## src/rtl/stack_calc_pkg.sv

```systemverilog
// Shared types for the stack calculator: opcodes, FSM states and
// helpers that size the stack pointer and the array index.
package stack_calc_pkg;

    typedef enum logic [2:0] {
        OP_NOP  = 3'b000,
        OP_DUP  = 3'b001,
        OP_SWAP = 3'b010,
        OP_SUB  = 3'b011,
        OP_ADD  = 3'b100,
        OP_MUL  = 3'b101,
        OP_PUSH = 3'b110,
        OP_POP  = 3'b111
    } opcode_e;

    typedef enum logic [1:0] {
        S_IDLE = 2'd0,
        S_EXEC = 2'd1,
        S_MUL  = 2'd2
    } state_e;

    function automatic int cnt_w(input int depth);
        return $clog2(depth + 1);
    endfunction

    function automatic int idx_w(input int depth);
        return (depth > 1) ? $clog2(depth) : 1;
    endfunction

endpackage

```

## src/rtl/stack_calc_mul.sv

```systemverilog
// Serial signed shift-add multiplier: one multiplier bit per cycle,
// full 2*WIDTH product available once busy drops.
module seq_mul #(
    parameter int WIDTH = 4
) (
    input  logic               clk,
    input  logic               rst,
    input  logic               start_i,
    input  logic [WIDTH-1:0]   a_i,
    input  logic [WIDTH-1:0]   b_i,
    output logic               busy_o,
    output logic               done_o,
    output logic [2*WIDTH-1:0] prod_o
);
    localparam int PW = 2 * WIDTH;
    localparam int NW = $clog2(WIDTH + 1);

    logic [PW-1:0]    mcand_q, mcand_d;
    logic [PW-1:0]    acc_q, acc_d;
    logic [WIDTH-1:0] mplier_q, mplier_d;
    logic [NW-1:0]    cnt_q, cnt_d;
    logic             last;

    assign last   = (cnt_q == NW'(1));
    assign busy_o = (cnt_q != '0);
    assign done_o = busy_o && last;
    assign prod_o = acc_q;

    always_comb begin
        mcand_d  = mcand_q;
        acc_d    = acc_q;
        mplier_d = mplier_q;
        cnt_d    = cnt_q;
        if (start_i) begin
            mcand_d  = {{WIDTH{a_i[WIDTH-1]}}, a_i};
            mplier_d = b_i;
            acc_d    = '0;
            cnt_d    = NW'(WIDTH);
        end else if (busy_o) begin
            // the multiplier's sign bit carries negative weight
            if (mplier_q[0]) begin
                acc_d = last ? acc_q - mcand_q : acc_q + mcand_q;
            end
            mcand_d  = mcand_q << 1;
            mplier_d = mplier_q >> 1;
            cnt_d    = cnt_q - NW'(1);
        end
    end

    always_ff @(posedge clk) begin
        if (rst) begin
            mcand_q  <= '0;
            acc_q    <= '0;
            mplier_q <= '0;
            cnt_q    <= '0;
        end else begin
            mcand_q  <= mcand_d;
            acc_q    <= acc_d;
            mplier_q <= mplier_d;
            cnt_q    <= cnt_d;
        end
    end

endmodule

```

## src/rtl/stack_calc.sv

```systemverilog
// Signed LIFO with in-place ALU ops behind a valid/ready handshake;
// every op completes with a one-cycle done pulse plus error/overflow.
module stack_calc
    import stack_calc_pkg::*;
#(
    parameter int DEPTH = 256,
    parameter int WIDTH = 4
) (
    input  logic                         clk,
    input  logic                         rst,
    input  logic                         op_valid,
    output logic                         op_ready,
    input  logic [2:0]                   opcode,
    input  logic [WIDTH-1:0]             input_data,
    output logic [WIDTH-1:0]             output_data,
    output logic [$clog2(DEPTH+1)-1:0]   count,
    output logic                         empty,
    output logic                         full,
    output logic                         done,
    output logic                         overflow,
    output logic                         error
);
    localparam int CW = cnt_w(DEPTH);
    localparam int AW = idx_w(DEPTH);

    logic [WIDTH-1:0] stk_q [DEPTH];

    state_e           state_q, state_d;
    opcode_e          op_q, op_d, op_in;
    logic [WIDTH-1:0] data_q, data_d;
    logic [CW-1:0]    cnt_q, cnt_d;
    logic [WIDTH-1:0] top_q, top_d;
    logic             done_q, done_d;
    logic             err_q, err_d;
    logic             ovf_q, ovf_d;

    logic             accept, two, is_empty, is_full;
    logic [AW-1:0]    ia, ib, ip;
    logic [WIDTH-1:0] a, b;
    logic             we0, we1;
    logic [AW-1:0]    wa0, wa1;
    logic [WIDTH-1:0] wd0, wd1;
    logic [WIDTH:0]   ext;
    logic [WIDTH-1:0] res;
    logic             res_ovf;

    logic               mul_start, mul_busy, mul_done;
    logic [2*WIDTH-1:0] mul_prod;

    assign op_in    = opcode_e'(opcode);
    assign accept   = op_valid && op_ready;
    assign is_empty = (cnt_q == '0);
    assign is_full  = (cnt_q == CW'(DEPTH));
    assign two      = (cnt_q >= CW'(2));
    assign ia       = AW'(cnt_q - CW'(1));
    assign ib       = AW'(cnt_q - CW'(2));
    assign ip       = AW'(cnt_q);
    assign a        = stk_q[ia];
    assign b        = stk_q[ib];

    assign mul_start = accept && (op_in == OP_MUL) && two;

    seq_mul #(
        .WIDTH (WIDTH)
    ) u_mul (
        .clk     (clk),
        .rst     (rst),
        .start_i (mul_start),
        .a_i     (a),
        .b_i     (b),
        .busy_o  (mul_busy),
        .done_o  (mul_done),
        .prod_o  (mul_prod)
    );

    always_comb begin
        ext     = '0;
        res     = '0;
        res_ovf = 1'b0;
        case (op_q)
            OP_ADD: begin
                ext     = {b[WIDTH-1], b} + {a[WIDTH-1], a};
                res     = ext[WIDTH-1:0];
                res_ovf = ext[WIDTH] ^ ext[WIDTH-1];
            end
            OP_SUB: begin
                ext     = {b[WIDTH-1], b} - {a[WIDTH-1], a};
                res     = ext[WIDTH-1:0];
                res_ovf = ext[WIDTH] ^ ext[WIDTH-1];
            end
            OP_MUL: begin
                res     = mul_prod[WIDTH-1:0];
                res_ovf = mul_prod[2*WIDTH-1:WIDTH-1]
                          != {(WIDTH+1){mul_prod[WIDTH-1]}};
            end
            default: ;
        endcase
    end

    always_comb begin
        state_d = state_q;
        op_d    = op_q;
        data_d  = data_q;
        cnt_d   = cnt_q;
        top_d   = top_q;
        done_d  = 1'b0;
        err_d   = err_q;
        ovf_d   = ovf_q;
        we0     = 1'b0;
        wa0     = ip;
        wd0     = a;
        we1     = 1'b0;
        wa1     = ib;
        wd1     = a;
        unique case (state_q)
            S_IDLE: begin
                if (accept) begin
                    op_d    = op_in;
                    data_d  = input_data;
                    state_d = mul_start ? S_MUL : S_EXEC;
                end
            end
            S_MUL: begin
                if (mul_done || !mul_busy) state_d = S_EXEC;
            end
            S_EXEC: begin
                state_d = S_IDLE;
                done_d  = 1'b1;
                err_d   = 1'b0;
                ovf_d   = 1'b0;
                unique case (op_q)
                    OP_NOP: ;
                    OP_PUSH: begin
                        if (is_full) err_d = 1'b1;
                        else begin
                            we0   = 1'b1;
                            wd0   = data_q;
                            cnt_d = cnt_q + CW'(1);
                            top_d = data_q;
                        end
                    end
                    OP_POP: begin
                        if (is_empty) err_d = 1'b1;
                        else begin
                            cnt_d = cnt_q - CW'(1);
                            top_d = two ? b : '0;
                        end
                    end
                    OP_DUP: begin
                        if (is_empty || is_full) err_d = 1'b1;
                        else begin
                            we0   = 1'b1;
                            cnt_d = cnt_q + CW'(1);
                        end
                    end
                    OP_SWAP: begin
                        if (!two) err_d = 1'b1;
                        else begin
                            we0   = 1'b1;
                            wa0   = ia;
                            wd0   = b;
                            we1   = 1'b1;
                            top_d = b;
                        end
                    end
                    OP_ADD, OP_SUB, OP_MUL: begin
                        if (!two) err_d = 1'b1;
                        else begin
                            we1   = 1'b1;
                            wd1   = res;
                            cnt_d = cnt_q - CW'(1);
                            top_d = res;
                            ovf_d = res_ovf;
                        end
                    end
                endcase
            end
            default: state_d = S_IDLE;
        endcase
    end

    // storage has no reset; only the pointer defines validity
    always_ff @(posedge clk) begin
        if (!rst && we0) stk_q[wa0] <= wd0;
        if (!rst && we1) stk_q[wa1] <= wd1;
    end

    always_ff @(posedge clk) begin
        if (rst) begin
            state_q <= S_IDLE;
            op_q    <= OP_NOP;
            data_q  <= '0;
            cnt_q   <= '0;
            top_q   <= '0;
            done_q  <= 1'b0;
            err_q   <= 1'b0;
            ovf_q   <= 1'b0;
        end else begin
            state_q <= state_d;
            op_q    <= op_d;
            data_q  <= data_d;
            cnt_q   <= cnt_d;
            top_q   <= top_d;
            done_q  <= done_d;
            err_q   <= err_d;
            ovf_q   <= ovf_d;
        end
    end

    assign op_ready    = (state_q == S_IDLE);
    assign output_data = top_q;
    assign count       = cnt_q;
    assign empty       = is_empty;
    assign full        = is_full;
    assign done        = done_q;
    assign error       = err_q;
    assign overflow    = ovf_q;

endmodule

```

## config.mk

```make
export PLATFORM = sky130hd
export DESIGN_NAME = stack_calc
export DESIGN_NICKNAME = d
export VERILOG_FILES = /design/src/rtl/stack_calc_pkg.sv /design/src/rtl/stack_calc_mul.sv /design/src/rtl/stack_calc.sv
export SDC_FILE = /design/constraint.sdc
export NUM_CORES = 2
export LEC_CHECK = 0
export CAP_MARGIN = 20
export CORE_MARGIN = 3
export CORE_UTILIZATION = 40
export DETAILED_ROUTE_END_ITERATION = 8
export GPL_ROUTABILITY_DRIVEN = 0
export PLACE_DENSITY = 0.66
export RECOVER_POWER = 100
export SLEW_MARGIN = 20
export SYNTH_ARGS = -nofsm -noshare
export SYNTH_HDL_FRONTEND = slang
export SYNTH_SLANG_ARGS = --single-unit
```

## constraint.sdc

```tcl
create_clock -name clk -period 10.3 [get_ports clk]
set_input_delay 2.06 -clock clk [delete_from_list [all_inputs] [get_ports clk]]
set_output_delay 2.06 -clock clk [all_outputs]
set_load 0.005 [all_outputs]
```

=== Word-level counts from Yosys, hierarchy flattened ===
Memory sizes are Yosys's and may differ from the RTL's.
Cells that the tools add are included.

* Add/sub/neg operators: 8
* Order comparisons: 1
* Equal/unequal tests: 20
* Mux-type cells: 53
* Bitwise gates (word level): 2
* Reduce and logical (&&, ||, !) cells: 24

{| class="wikitable"
|+ Operator list
! kind !! number
|-
| $mux W4 || 13
|-
| $mux W8 || 6
|-
| $mux W9 || 4
|-
| $pmux W9 S4 || 1
|-
| $mux W1 || 17
|-
| $pmux W4 S4 || 1
|-
| $eq A3 B3 Y1 const B || 5
|-
| $ne A2 B2 Y1 const B || 6
|-
| $pmux W4 S3 || 1
|-
| $reduce_and A6 Y1 || 2
|-
| $add A9 B1 Y9 const B || 1
|-
| $eq A9 B9 Y1 const B || 1
|-
| $ge A9 B2 Y1 const B || 1
|-
| $logic_not A9 Y1 || 1
|-
| $sub A9 B1 Y9 const B || 1
|-
| $add A8 B8 Y8 || 1
|-
| $pmux W4 S2 || 1
|-
| $reduce_bool A4 Y1 || 2
|-
| $sub A8 B2 Y8 const B || 1
|-
| $sub A8 B8 Y8 || 1
|-
| $eq A3 B1 Y1 const B || 2
|-
| $eq A3 B2 Y1 const B || 2
|-
| $logic_and A1 B1 Y1 || 6
|-
| $mux W2 || 3
|-
| 21 further kinds || 28
|}

* Register bits after elaboration: 48
* RAM bits: 1,024
* Bits of input ports: 10
* Output and inout port bits: 19
* Word-level logic and storage cells: 122
* Memories: 1

{| class="wikitable"
|+ Memory list
! memory !! words !! width !! read ports !! clocked after memory_dff !! write ports !! RTL line !! source
|-
| stk_q || 256 || 4 || 2 || 0 || 2 || stack_calc.sv:26 || <nowiki>logic [WIDTH-1:0] stk_q [DEPTH];</nowiki>
|}

=== Depth between registers and ports, before layout ===
* Word-level depth: 8
* Gate-level depth with buffers: 30
* Gate-level depth less buffers: 20

=== Hierarchy ===
Synthesis repeated with hierarchy kept, for this count alone.

* Cell total of the unflattened synthesis: 5,678
* Area total of the unflattened synthesis: 65,890.7 um^2

{| class="wikitable"
|+ By module, submodules not included
! module !! instances !! cells an instance !! area an instance (um^2) !! sequential area each (um^2)
|-
| stack_calc || 1 || 5,500 || 64,526.9 || 31,250.0
|-
| seq_mul || 1 || 178 || 1,363.8 || 460.4
|}

=== Least setup slack after synthesis ===
Ideal clock, no wire load.

* Path type: reg2reg
* From: register cnt_q[0], in the netlist count[0]
* To: memory stk_q[192][1] (data pin)
* Library setup time: 0.149 ns
* Arrival time: 6.812 ns
* Data required time: 10.151 ns
* Path slack: 3.340 ns
* Stages on the path, launching flop included: 27
* Period minus slack after synthesis: 6.960 ns
* Cells stage by stage: dfxtp_1 > buf_2 > buf_6 > buf_6 > buf_6 > buf_6 > buf_2 > inv_1 > ha_1 > buf_2 > buf_1 > buf_2 > mux4_2 > mux4_2 > mux4_2 > mux4_2 > ha_1 > fa_1 > mux2i_1 > nor2_1 > a21oi_1 > o21ai_0 > clkbuf_1 > clkbuf_1 > clkbuf_1 > nor2_1 > a21oi_1

{| class="wikitable"
|+ RTL lines
! item !! RTL line !! source
|-
| start: declaration || stack_calc.sv:31 || <nowiki>logic [CW-1:0] cnt_q, cnt_d;</nowiki>
|-
| start signal: assignment || stack_calc.sv:202 || <nowiki>cnt_q <= cnt_d;</nowiki>
|-
| end: declaration || stack_calc.sv:26 ||
|}

==> results.md <==
* Outcome: complete, but fails checks
* Failing checks: capacitance limit, slew limit
* All-Layer GR Usage at about 25%
* Die X at between 400 and 500 um
* Setup TNS Final at 0 ns
* Largest net degree at the start of global routing at 150
* CTS resizes at 0
* DRC errors left at 0
* Netlist Area Pre-Place at 0.06490 mm2
* Setup Fix Bufs, Post-CTS at 0
* Initial antenna violation count at 13
* I/O Buffers at 28
* HPWL after detailed placement at about 130,000 um
* Final min period at approximately 9 ns
* Register area at about 0.032 mm2
* Min-delay src: u_mul.mplier_q[3]$_SDFFE_PP0P_
* Pre-antenna DRT Iters at 8
* Die height at roughly 400 um
* R2r setup slk at around 1.5 ns
* Power Density at ~130 mW/mm2
* Period utilization at around 86%
* CTS tree: built
* FF-to-FF path depth at 18
* Slew Viols, Final at 407
* Critical Path AT at 9.26 ns
* Core Area at ~0.16 mm2
* Seq/Total Area, Yosys at roughly half
* Ratio of cells with drive above 1 in the final layout at 19.93%
* Remaining global-route overflow at 0
* Worst-Margin Slew at approximately 2.4 ns
* Syn Nets at ~5,000
* Critical Path Sink: stk_q[77][3]$_DFFE_PP_
* Area grow syn2layout at 8.496%
* I/O pin cnt at 29
* Worst VDD drop at ~0.14 mV
* CTS root buf: clkbuf_16
* WL final at 216,500 um
* Slew headroom at -57.86%
* Worst r2r src: count[1]$_SDFFE_PP0P_
* CP Launch Point: count[1]$_SDFFE_PP0P_
* Syn Inst Count at 4,955
* Synthesized flop and latch total at ~1,100
* DR WL/cell at between 30 and 40 um
* Drt initial violations at between 7,000 and 8,000
* Vias in the first global route at around 44,000
* Max_cap viols at 18
* CTS buffer count at 117
* Vias per inst at 6.722
* FF-to-FF End: stk_q[77][3]$_DFFE_PP_
* Startpoint types: flip-flop
* Post-layout util at around 44%
* Rows at between 100 and 150
* Unrepaired setup endpoints after global routing: false
* Global-route wire length before repair at between 300,000 and 400,000 um
* WP data required at about 11 ns
* Crit Path Class: flip-flop to flip-flop
* EDFF count, synth at between 1,000 and 1,500
* Die area at between 0.15 and 0.2 mm2
* Nets at roughly 4,700
* Achievable Freq at 113.4 MHz
* Lkg Pwr at between 20 and 25 nW
* Max Root-Sink Buffers at 3
* Ys async rst share at 0%
* CTS H-tree lvls at 3
* Top_reg_cell synth: edfxtp_1
* Post-synth cell types at 76
* Crit-path max FO at 48
* Via Count at around 47,000
* Crit. End Element: flip-flop
* Clk pin slew, worst setup/hold paths at roughly 0.060 ns
* Starting Density at roughly two fifths
* # hold bufs at CTS at 0
* Footprint of the multi-input gates at between 0.03 and 0.04 mm2
* Worst min path class: flip-flop to flip-flop
* Hold Vio Cnt, Final at 0
* Final setup viols at 0
* Clock Sink Count at 1,072
* Syn avg cell area at 13.10 um2
* Layout fillers at between 10,000 and 15,000
* Final Skew at just under 0.04 ns
* Clk Latency, worst-skew pair at roughly 0.75 ns
* YS warnings at 0
* Final ANT Viol Nets at 0
synth_stat cells (28+ instances only):
| library cell | count | share of area [%] |
|---|---|---|
| o21ai_1 | 30 | 0.23 |
| edfxtp_1 | 1024 | 47 |
| nor3_1 | 31 | 0.24 |
| dfxtp_1 | 48 | 1.5 |
| mux2i_1 | 557 | 8.6 |
| o21ai_0 | 511 | 3.9 |
| nand2_1 | 631 | 3.6 |
| a21oi_1 | 316 | 2.4 |
| nor2_1 | 347 | 2.0 |
| nand3_1 | 28 | 0.22 |
| mux4_2 | 640 | 22 |
| clkbuf_1 | 231 | 1.3 |
| buf_2 | 136 | 1.0 |
| buf_4 | 87 | 1.0 |
cells in the final DEF (no fill, tap or decap), types with 9 or more instances in the layout:
cell             synthesis  routed
edfxtp_1              1024    1024
mux4_2                 640     640
nand2_1                631     630
mux2i_1                557     558
o21ai_0                511     538
nor2_1                 347     332
a21oi_1                316     316
clkbuf_16                0     118
buf_4                   87      56
dfxtp_1                 48      46
clkbuf_1               231      38
clkinv_1                 0      29
nand3_1                 28      28
inv_1                   26      26
ha_1                    27      25
buf_12                   0      24
xnor2_1                 26      22
clkinv_2                 0      21
diode_2                  0      18
nor3_1                  31      18
or3_1                   17      17
dlygate4sd3_1            0      16
mux2_2                  14      14
nand2b_1                13      13
a22oi_1                 14      13
nor2_4                   0      12
clkdlybuf4s50_1          0      12
o22ai_1                 11      11
a311oi_1                 9       9
bufinv_16                0       9
worst min-delay path by stage:
stage / endpoint / slack [ns] / cells after the start
floorplan: state_q[0]$_SDFFE_PP0P_ / 0.44 / 1
global placement: u_mul.mplier_q[3]$_SDFFE_PP0P_ / 0.46 / 2
detailed placement: u_mul.mplier_q[3]$_SDFFE_PP0P_ / 0.46 / 2
CTS: u_mul.mplier_q[3]$_SDFFE_PP0P_ / 0.47 / 2
global route: u_mul.mplier_q[3]$_SDFFE_PP0P_ / 0.50 / 2
finish: u_mul.mplier_q[3]$_SDFFE_PP0P_ / 0.47 / 2
logic make-up (layout without fill, tap and decap cells):
logic type / after synthesis / count (layout) / share of synthesized area (%)
and+or+nand+nor: 1120 / 1120 / 6.971
other: 0 / 18 / 0
buffers and inverters: 519 / 366 / 4.021
adders and majority gates: 29 / 29 / 0.5822
DFF: 1072 / 1072 / 48.86
xor gates and xnor gates: 36 / 36 / 0.4858
AOI/OAI and AO/OA: 967 / 967 / 8.021
muxes: 1212 / 1212 / 31.06
worst max-delay path: stages, from the launching register on:
cell	delay [ns]
dfxtp_4	0.54
inv_1	0.36
ha_1	0.52
a21boi_0	0.48
xor2_1	1.13
buf_4	0.62
mux4_2	0.63
mux4_2	0.50
mux4_2	0.62
ha_1	0.29
a21o_1	0.18
a21oi_1	0.29
xnor2_1	0.15
o21ai_0	0.09
nand2_1	0.12
nand3_1	0.12
o2bb2ai_4	0.45
clkbuf_2	1.05
o21ai_0	0.24
per-layer routing:
metal / track usage, % / part of all wire, % / up-vias
met5: 0 / 0.015 / -
met4: 13.97 / 5.8 / 4
met3: 6.693 / 13 / 631
met2: 38.03 / 45 / 3686
met1: 33.05 / 36 / 23694
li1: - / - / 18906
stage by stage:
step	cell area [um2]	instances	setup WS (ns)	hold slack (ns)	power [mW]
final	70420	6980	1.478	0.4680	9.344
after global routing	70380	6963	1.047	0.5025	9.563
after CTS	70490	6961	2.550	0.4703	9.352
after detailed placement	66830	6745	2.564	0.4618	5.283
after global placement	66800	6744	2.676	0.4570	5.270
after floorplan	64900	4955	3.340	0.4394	5.166
where the power goes:
group          switching, mW  leakage (nW)  internal, mW
Sequential            0.0103          9.59          4.76
Combinational          0.286          13.6         0.140
Clock                   1.83          1.79          2.32
cell type report:
cell class	instances	area share, %
flip-flops and latches	1072	45.04
clock inverters	72	0.8689
inverters	26	0.1386
diodes	18	0.06396
repair buffers	124	1.819
well taps	2160	3.838
multi-input cells	3364	43.90
clock buffers	144	4.332
state kept, by name (all words and copies together) (netlist names):
register	flops
state_q	2
u_mul.cnt_q	3
count	9
output_data	4
data_q	4
u_mul.mplier_q	4
u_mul.prod_o	8
u_mul.mcand_q	8
stk_q	1024
op_q	3
overflow	1
done	1
error	1
Note: power is estimated with default switching activity, not from simulation.
